--- config.mk ---
export PLATFORM = sky130hd
export DESIGN_NAME = sw_led_regs
export DESIGN_NICKNAME = d
export VERILOG_FILES = /design/src/rtl/sw_led_regs.sv
export SDC_FILE = /design/constraint.sdc
export NUM_CORES = 1
export LEC_CHECK = 0
export BUFFER_PORTS_ARGS = -buffer_cell sky130_fd_sc_hd__buf_2
export CAP_MARGIN = 0
export CORE_MARGIN = 2
export CORE_UTILIZATION = 44
export DETAILED_ROUTE_END_ITERATION = 12
export GPL_ROUTABILITY_DRIVEN = 1
export PLACE_DENSITY = 0.65
export SYNTH_ARGS = -nofsm -noshare
export SYNTH_HDL_FRONTEND = slang
export SYNTH_SLANG_ARGS = --single-unit
--- constraint.sdc ---
create_clock -name clk -period 2.25 [get_ports clk]
set_input_delay 0.45 -clock clk [delete_from_list [all_inputs] [get_ports clk]]
set_output_delay 0.45 -clock clk [all_outputs]
set_load 0.05 [all_outputs]
--- src/rtl/sw_led_regs.sv ---
// Memory-mapped LED / 7-segment / switch / timer register block for the I/O bridge.
// Reads respond one cycle after the request; writes take effect on the next cycle.
module sw_led_regs #(
  parameter int unsigned DB_LIMIT = 10000,
  parameter int unsigned DB_CNT_W = 16
) (
  input  logic        clk,
  input  logic        reset,
  input  logic        req,
  input  logic        we,
  input  logic [4:0]  addr,
  input  logic [31:0] wdata,
  output logic        rvalid,
  output logic [31:0] rdata,
  input  logic [7:0]  local_switch,
  output logic [15:0] local_leds,
  output logic [7:0]  local_num_data
);

  localparam logic [2:0] REG_LED    = 3'd0;
  localparam logic [2:0] REG_NUM    = 3'd1;
  localparam logic [2:0] REG_SWITCH = 3'd2;
  localparam logic [2:0] REG_EDGE   = 3'd3;
  localparam logic [2:0] REG_TIMER  = 3'd4;

  localparam logic [DB_CNT_W-1:0] DB_LAST = DB_CNT_W'(DB_LIMIT - 1);

  logic [7:0]          sw_s1;
  logic [7:0]          sw_s2;
  logic [7:0]          sw_db;
  logic [7:0]          sw_edge;
  logic [DB_CNT_W-1:0] db_cnt;
  logic [31:0]         timer;

  logic [2:0]  sel_c;
  logic        wr_c;
  logic        rd_c;
  logic [31:0] rd_mux_c;
  logic        db_stable_c;
  logic        db_done_c;
  logic [7:0]  edge_set_c;
  logic [7:0]  edge_clr_c;
  logic        unused_addr;

  assign sel_c       = addr[4:2];
  assign wr_c        = req & we;
  assign rd_c        = req & ~we;
  assign unused_addr = ^addr[1:0];

  // Read mux sees register contents before this cycle's write lands.
  always_comb begin
    rd_mux_c = 32'h0;
    case (sel_c)
      REG_LED:    rd_mux_c = {16'h0, local_leds};
      REG_NUM:    rd_mux_c = {24'h0, local_num_data};
      REG_SWITCH: rd_mux_c = {24'h0, sw_db};
      REG_EDGE:   rd_mux_c = {24'h0, sw_edge};
      REG_TIMER:  rd_mux_c = timer;
      default:    rd_mux_c = 32'h0;
    endcase
  end

  // Whole-byte debounce: only a return to sw_db restarts the count.
  always_comb begin
    db_stable_c = (sw_s2 == sw_db);
    db_done_c   = !db_stable_c && (db_cnt == DB_LAST);
    edge_set_c  = db_done_c ? (sw_db ^ sw_s2) : 8'h00;
    edge_clr_c  = (wr_c && (sel_c == REG_EDGE)) ? wdata[7:0] : 8'h00;
  end

  always_ff @(posedge clk) begin
    if (reset) begin
      rvalid         <= 1'b0;
      rdata          <= 32'h0;
      local_leds     <= 16'h0;
      local_num_data <= 8'h0;
      sw_s1          <= 8'h0;
      sw_s2          <= 8'h0;
      sw_db          <= 8'h0;
      sw_edge        <= 8'h0;
      db_cnt         <= '0;
      timer          <= 32'h0;
    end else begin
      rvalid <= rd_c;
      if (rd_c) rdata <= rd_mux_c;

      if (wr_c && (sel_c == REG_LED)) local_leds <= wdata[15:0];
      if (wr_c && (sel_c == REG_NUM)) local_num_data <= wdata[7:0];

      if (wr_c && (sel_c == REG_TIMER)) timer <= wdata;
      else                              timer <= timer + 32'd1;

      sw_s1 <= local_switch;
      sw_s2 <= sw_s1;

      if (db_stable_c) begin
        db_cnt <= '0;
      end else if (db_done_c) begin
        db_cnt <= '0;
        sw_db  <= sw_s2;
      end else begin
        db_cnt <= db_cnt + DB_CNT_W'(1);
      end

      // A new edge beats a same-cycle write-1-to-clear.
      sw_edge <= (sw_edge & ~edge_clr_c) | edge_set_c;
    end
  end

endmodule

# Word-level counts from Yosys, hierarchy flattened

Cells that the tools add are included.

Register bits: 137
Bits of input ports: 49
Output and inout port bits: 57
Logic and storage cells: 39

Add/subtract/negate cells: 2
Eq/ne operators: 6
Muxes and demuxes: 4
Bitwise gates (word level): 8
Reduce and logical (&&, ||, !) cells: 9

Operators with widths:

| cell                    | count |
|---|---|
| $pmux W32 S5            | 1 |
| $add A32 B1 Y32 const B | 1 |
| $mux W32                | 1 |
| $add A16 B1 Y16 const B | 1 |
| $eq A16 B14 Y1 const B  | 1 |
| $mux W8                 | 2 |
| $and A8 B8 Y8           | 1 |
| $eq A8 B8 Y1            | 1 |
| $not A8 Y8              | 1 |
| $or A8 B8 Y8            | 1 |
| $xor A8 B8 Y8           | 1 |
| $eq A3 B2 Y1 const B    | 2 |
| $logic_and A1 B1 Y1     | 5 |
| $eq A3 B1 Y1 const B    | 1 |
| $eq A3 B3 Y1 const B    | 1 |
| $logic_not A3 Y1        | 1 |
| $reduce_or A3 Y1        | 1 |
| $and A1 B1 Y1           | 2 |
| $not A1 Y1              | 2 |
| $reduce_and A2 Y1       | 1 |
| $logic_not A1 Y1        | 1 |

# Depth between registers and ports, before layout

Gate-level depths: netlist of the first run.

Depth in word-level cells: 6
Depth in mapped cells: 8
Gate-level depth less buffers: 6

# Least setup slack after synthesis of the first run

Ideal clock, no wire load.

Path type: input to register
Start point: input port addr[3]
End point: register local_leds[10]
Library setup time: 128 ps
Data arrival time: 1844 ps
Required time: 2122 ps
Slack: 278 ps
Stages: 5
Path through: clkbuf_1 nor4_2 buf_2 mux2i_1 nor2_1

Cells in the longest elaborated chain, start to end: 2

Ends and longest elaborated chain:

| element              | line | RTL |
|---|---|---|
| from (decl)          | 11   | `input logic [4:0] addr,` |
| $logic_not A3 Y1     | 87   | `if (wr_c && (sel_c == REG_LED)) local_leds <= wdata[15:0];` |
| $logic_and A1 B1 Y1  | 87   |  |
| to (signal assigned) | 87   |  |
| to (decl)            | 16   | `output logic [15:0] local_leds,` |

Every way passes these cells.
A chain may end at the register's enable or synchronous reset.

# Worst setup path in the final report of the first run

Start point: register timer[8]
End point: register timer[31]

Cells in the longest elaborated chain, start to end: 2

Ends and longest elaborated chain:

| element                | line | RTL |
|---|---|---|
| from (decl)            | 33   | `logic [31:0] timer;` |
| from (signal assigned) | 90   | `if (wr_c && (sel_c == REG_TIMER)) timer <= wdata;` |
| from (signal assigned) | 91   | `else timer <= timer + 32'd1;` |
| $add A32 B1 Y32        | 91   |  |
| $mux W32               | 90   |  |

Every way passes these cells.

==> results of run 1 <==
[kinds of logic after synthesis]
group / Yosys count / synth area share [%]
AO/OA/AOI/OAI: 95 / 12.30
multiplexers: 56 / 9.983
flip-flops: 137 / 46.96
buffers and inverters: 45 / 3.235
adder cells (fa/ha/maj): 2 / 0.4284
XOR/XNOR: 45 / 6.748
AND/OR/NAND/NOR: 238 / 20.35
[power by group]
group          total, W  switching, W  internal, W
combinational  0.000297      0.000190     0.000108
sequential      0.00251     0.0000365      0.00247
clock           0.00291       0.00104      0.00188
[state kept, by name, indices dropped and copies added, names as in the netlist]
name and count:
timer 32, rvalid 1, sw_edge 8, local_leds 16, sw_s1 8, rdata 32
sw_db 8, sw_s2 8, local_num_data 8, db_cnt 16
[metrics by stage]
step / power (W) / setup slack (ns)
5_1_grt: 0.005906 / 0.006885
6_report: 0.005718 / 0.1342
3_5_place_dp: 0.002854 / 0.1498
3_3_place_gp: 0.002848 / 0.2115
2_1_floorplan: 0.002733 / 0.2784
4_1_cts: 0.005758 / 0.1346
[cells in the mapped netlist (2+ instances only)]
| cell type | number |
|---|---|
| nand3b_1 | 2 |
| or4_1 | 4 |
| nor2_1 | 122 |
| and4_1 | 2 |
| or4_4 | 2 |
| buf_2 | 4 |
| a22o_1 | 7 |
| nand4_1 | 6 |
| dfxtp_1 | 137 |
| mux2_2 | 8 |
| xor2_1 | 24 |
| nor2b_1 | 18 |
| a21oi_1 | 7 |
| nand2_1 | 20 |
| buf_1 | 3 |
| and2_1 | 3 |
| and3_1 | 13 |
| o22ai_1 | 7 |
| nor4_2 | 2 |
| ha_1 | 2 |
| nor4_1 | 5 |
| o31ai_1 | 2 |
| xnor2_1 | 21 |
| a211oi_1 | 24 |
| clkbuf_1 | 29 |
| nand3_1 | 17 |
| inv_1 | 6 |
| nor3_1 | 6 |
| nand2b_1 | 3 |
| or3_1 | 4 |
| a22oi_1 | 24 |
| mux2i_1 | 47 |
| buf_6 | 2 |
| a32o_1 | 8 |
| a311oi_1 | 8 |
| a21bo_2 | 2 |
| o21ai_0 | 4 |
[area by class of cell]
type / count / area (um2)
timing repair buffer: 121 / 678.2
clock inverter: 12 / 173.9
clock buffer: 20 / 446.7
multi-input combinational: 436 / 2920
sequential: 137 / 2743
fill: 1216 / 5877
tap: 176 / 220.2
inverter: 7 / 26.28
[layer usage]
metal,track usage (%),routed length (um),vias to the layer above
li1,-,-,2405
met1,27.52,6632,2328
met2,34.20,6902,109
met3,6.466,823,23
met4,7.440,260,6
met5,0,41,-
[worst paths after layout]
check              endpoint  depth (start not counted)
setup / recovery  timer[31]                          5
hold / removal     sw_s1[7]                          2
setup reg to reg  timer[31]                          5
hold reg to reg    sw_s2[1]                          1
==> impl_metrics.json, run 1 <==
{
  "run_status": "finished, final reports clean",
  "rsz0062_at_grt": "false",
  "hold_path.class": "in -> reg",
  "cts_setup_buffers": 0,
  "synth.cell_area_um2": 5841,
  "wirelength_um": 14660,
  "worstPathRequired_ns": 2.57,
  "drv_slew": 0,
  "wire_per_inst_um": 16.13,
  "setup_viol": 0,
  "ios": 106,
  "drtIter0Drc": 225,
  "layout_commonest_cell": "dfxtp_1",
  "antenna_found_initial": 3,
  "port_buffers": 103,
  "ctsHoldBuffers": 0,
  "start_kind": "flip-flop",
  "synthDistinctLibCells": 50,
  "power.leakage_nw": 2.882,
  "critPathSlowestCell": "or4_4",
  "clk_latency_ns": 0.42,
  "synth-edff-count": 0,
  "final_cell_mix": "dfxtp_1 (137), nor2_1 (122), buf_2 (102), mux2i_1 (47)",
  "finalCritPeriodShare_pct": 94.03,
  "coreArea_um2": 13090,
  "cp_cell_sequence": "and4_1, nand3_2, or4_4, or3_1, a311oi_1",
  "max_stage_delay_ns": 0.57,
  "synthArstFlopShare_pct": 0,
  "end_kind": "flip-flop",
  "clk_pin_slew_ns": 0.06,
  "crit_start": "timer[8]",
  "worstSetupPathType": "reg -> reg",
  "placed_area_um2": 6588,
  "placed_cells": 877,
  "power_density_nw_per_um2": 793.3,
  "grt_usage_pct": 21.42,
  "hold_ws_ns": 0.2391,
  "seq_area_frac_synth_pct": 46.96,
  "hold_viol_final": 0,
  "clock.fmax_mhz": 472.6,
  "rows": 42,
  "grt_max_degree": 64,
  "drt_pre_antenna_iters": 5,
  "cts_tree": "yes",
  "yosys-top-cells-area": "dfxtp_1 (47%), mux2i_1 (8.1%), nor2_1 (7.8%), xor2_1 (3.6%), xnor2_1 (3.1%)",
  "relSlewSlack_pct": 28.86,
  "die-area_um2": 14210,
  "synth.top_cell.area_share_pct": 46.96,
  "yosys_warnings": 0,
  "antenna_cells": 0,
  "design_area_um2": 7208,
  "synth_top_cell_by_area": "dfxtp_1",
  "syn_nets": 669,
  "postSynthAreaPerCell_um2": 9.451,
  "fin_cells": 909,
  "cts_sinks": 137,
  "fin_crit_ns": 2.116,
  "initial_core_util_pct": 44.64,
  "worstPathMaxFanout": 6,
  "worst-path-buf-inv": 0,
  "ir_drop_mv": 0.5048,
  "final_util_pct": 55.09,
  "cp_top_family": "simple AND/OR/NAND/NOR gates",
  "r2r_start": "timer[8]",
  "fp.dieH_um": 119.2,
  "cap_violations": 0,
  "worstHoldStart": "local_switch[7]",
  "numCtsBuffers": 17,
  "worstPathArrival_ns": 2.44,
  "ys_ff_latch": 137,
  "grt_pass1_wl_um": 23960,
  "drc": 0,
  "final_nets": 771,
  "clock_skew_ns": 0.01017,
  "htreeDepth": 4,
  "area_delta_synth_final_pct": 23.41,
  "routabilityCongestion": 0.8447,
  "reg2reg_slack_ns": 0.13,
  "syn_inst": 618,
  "route.antenna.remaining_nets": 0,
  "cts_root_buf": "clkbuf_16",
  "worst_pin_slew_ns": 1.059,
  "grt-ovfl-total": 0,
  "grt_pass1_vias": 4725,
  "drive_gt1_share_pct": 23.87,
  "ys.flop_type": "dfxtp_1",
  "clock_path_buffers": 2,
  "viasPerCell": 5.359,
  "dp_hpwl_um": 10130,
  "ctsResizeCount": 0,
  "vias": 4871,
  "die_w_um": 119.2,
  "setup_tns_ns": 0
}
Note: power is estimated with default switching activity, not from simulation.
==> inputs of run 2 (changes only) <==
BUFFER_PORTS_ARGS = default   (was -buffer_cell sky130_fd_sc_hd__buf_2)
DONT_BUFFER_PORTS = 1   (was default)
PLACE_DENSITY = default   (was 0.65)
==> run 2 against run 1 <==
Final cell count fell by 10%. Cell area decreased by 6.2%. Clock-buffer cell count increased by 4. Register-to-register slack about the same. Hold slack worse by 0.14 ns. Worst setup slack got worse by 0.010 ns. Flip-flop and latch count unchanged. Non-clock buffer count fell by 93. Global-route usage decreased by 0.79 points. Clock skew shrank 0.0046 ns. Sequential share of layout area grew 2.5 points. Critical path depth unchanged.
==> impl_metrics.json, run 2 (same netlist as run 1, synthesis figures left out) <==
{
  "multiInputGateArea_um2": 2929,
  "cts_sinks": 137,
  "layout_commonest_cell": "dfxtp_1",
  "drive_gt1_share_pct": 12.66,
  "relSlewSlack_pct": 55.63,
  "area_delta_synth_final_pct": 15.75,
  "wl_met3_um": 1220,
  "worstPathMaxFanout": 6,
  "rr_worst_depth": 5,
  "setup_tns_ns": 0,
  "htreeDepth": 4,
  "finalCritPeriodShare_pct": 94.49,
  "grt_pass1_vias": 4380,
  "route.antenna.remaining_nets": 0,
  "reg2reg_slack_ns": 0.12,
  "cts_tree": "yes",
  "clock_path_buffers": 2,
  "worstPathArrival_ns": 2.45,
  "antenna_cells": 0,
  "vias": 4497,
  "reg.largest.list": "rdata (32), timer (32)",
  "die_w_um": 119.2,
  "numCtsBuffers": 17,
  "route.met2.wl_um": 6406,
  "wirelength_um": 14140,
  "cts_setup_buffers": 0,
  "clk_latency_ns": 0.42,
  "cp_cell_sequence": "and4_1, nand3_2, or4_4, or3_1, a311oi_1",
  "grt_max_degree": 110,
  "grt_usage_pct": 20.62,
  "drt_pre_antenna_iters": 4,
  "drv_slew": 0,
  "crit_start": "timer[8]",
  "power_w": 0.005661,
  "drc": 0,
  "highest_layer": "met4",
  "viasPerCell": 5.511,
  "ctsHoldBuffers": 0,
  "cts_root_buf": "clkbuf_16",
  "grt-ovfl-total": 0,
  "setup_viol": 0,
  "dp_hpwl_um": 9767,
  "critPathSlowestCell": "or4_4",
  "fin_crit_ns": 2.126,
  "seqCellArea_um2": 2743,
  "run_status": "finished, final reports clean",
  "initial_core_util_pct": 44.64,
  "ios": 106,
  "ctsResizeCount": 0,
  "wire_per_inst_um": 17.33,
  "power.leakage_nw": 2.468,
  "ir_drop_mv": 0.6162,
  "final_cell_mix": "dfxtp_1 (137), nor2_1 (122), mux2i_1 (47), buf_4 (28)",
  "max_stage_delay_ns": 0.57,
  "die-area_um2": 14210,
  "antenna_found_initial": 0,
  "worst_r2r_endpoint": "timer[31]",
  "power_density_nw_per_um2": 837.5,
  "grt_pass1_wl_um": 22820,
  "rows": 42,
  "worstPathRequired_ns": 2.58,
  "end_kind": "flip-flop",
  "clock_skew_ns": 0.005576,
  "start_kind": "flip-flop",
  "drtIter0Drc": 260,
  "r2r_start": "timer[8]",
  "cap_violations": 0,
  "port_buffers": 0,
  "worstSetupPathType": "reg -> reg",
  "hold_path.class": "in -> reg",
  "endpoint": "timer[31]",
  "fillers": 1188,
  "fp.dieH_um": 119.2,
  "worst_pin_slew_ns": 0.6656,
  "clk_pin_slew_ns": 0.06,
  "clock.fmax_mhz": 470.4,
  "hold_viol_final": 0,
  "routabilityCongestion": 0.8353,
  "coreArea_um2": 13090,
  "rsz0062_at_grt": "false",
  "wl_met1_um": 6350,
  "final_nets": 678
}
## run 2: critical path, delay by kind of cell, from the launching register on
family,cells,cell delay (ns)
flip-flops,1,0.41
AND/OR/NAND/NOR,4,1.37
AO/OA/AOI/OAI,1,0.26
## run 2: routing by layer
layer	GRT usage, %	vias up
li1	-	2212
met1	26.01	2139
met4	5.506	0
met5	0	-
met3	9.339	14
met2	32.00	132
## run 2: worst min path at each step
stage / start / endpoint / slack [ns] / cells after the start
finish: reset / sw_s1[5] / 0.10 / 1
global placement: sw_s1[6] / sw_s2[6] / 0.43 / 1
global route: reset / sw_s1[6] / 0.08 / 1
detailed placement: sw_s1[6] / sw_s2[6] / 0.43 / 1
floorplan: sw_s1[0] / sw_s2[0] / 0.41 / 1
CTS: reset / sw_s1[6] / 0.08 / 1
## run 2: area by class of cell
class | count | share of cell area (%)
clock inverter | 8 | 2.073
inverter | 7 | 0.3887
tap | 176 | 3.257
timing repair buffer | 28 | 3.109
sequential | 137 | 40.57
clock buffer | 24 | 7.274
multi-input combinational | 436 | 43.33
## run 2: per-stage QoR
step / util [%] / worst slack, ns / instances / area [um2] / hold slack (ns)
detailed placement: 46.77 / 0.1597 / 784 / 6120 / 0.4335
global route: 51.66 / 0.06072 / 816 / 6760 / 0.07795
CTS: 51.60 / 0.1251 / 816 / 6751 / 0.08332
finish: 51.66 / 0.1241 / 816 / 6760 / 0.1004
global placement: 46.77 / 0.2115 / 784 / 6120 / 0.4273
floorplan: - / 0.2784 / 618 / 5841 / 0.4138
## run 2: where the power goes
group	internal (W)	total (W)	switching [W]
clock network	0.00196	0.00297	0.00101
registers	0.00247	0.00253	0.0000555
logic	0.0000734	0.000165	0.0000916
total	0.00451	0.00566	0.00115
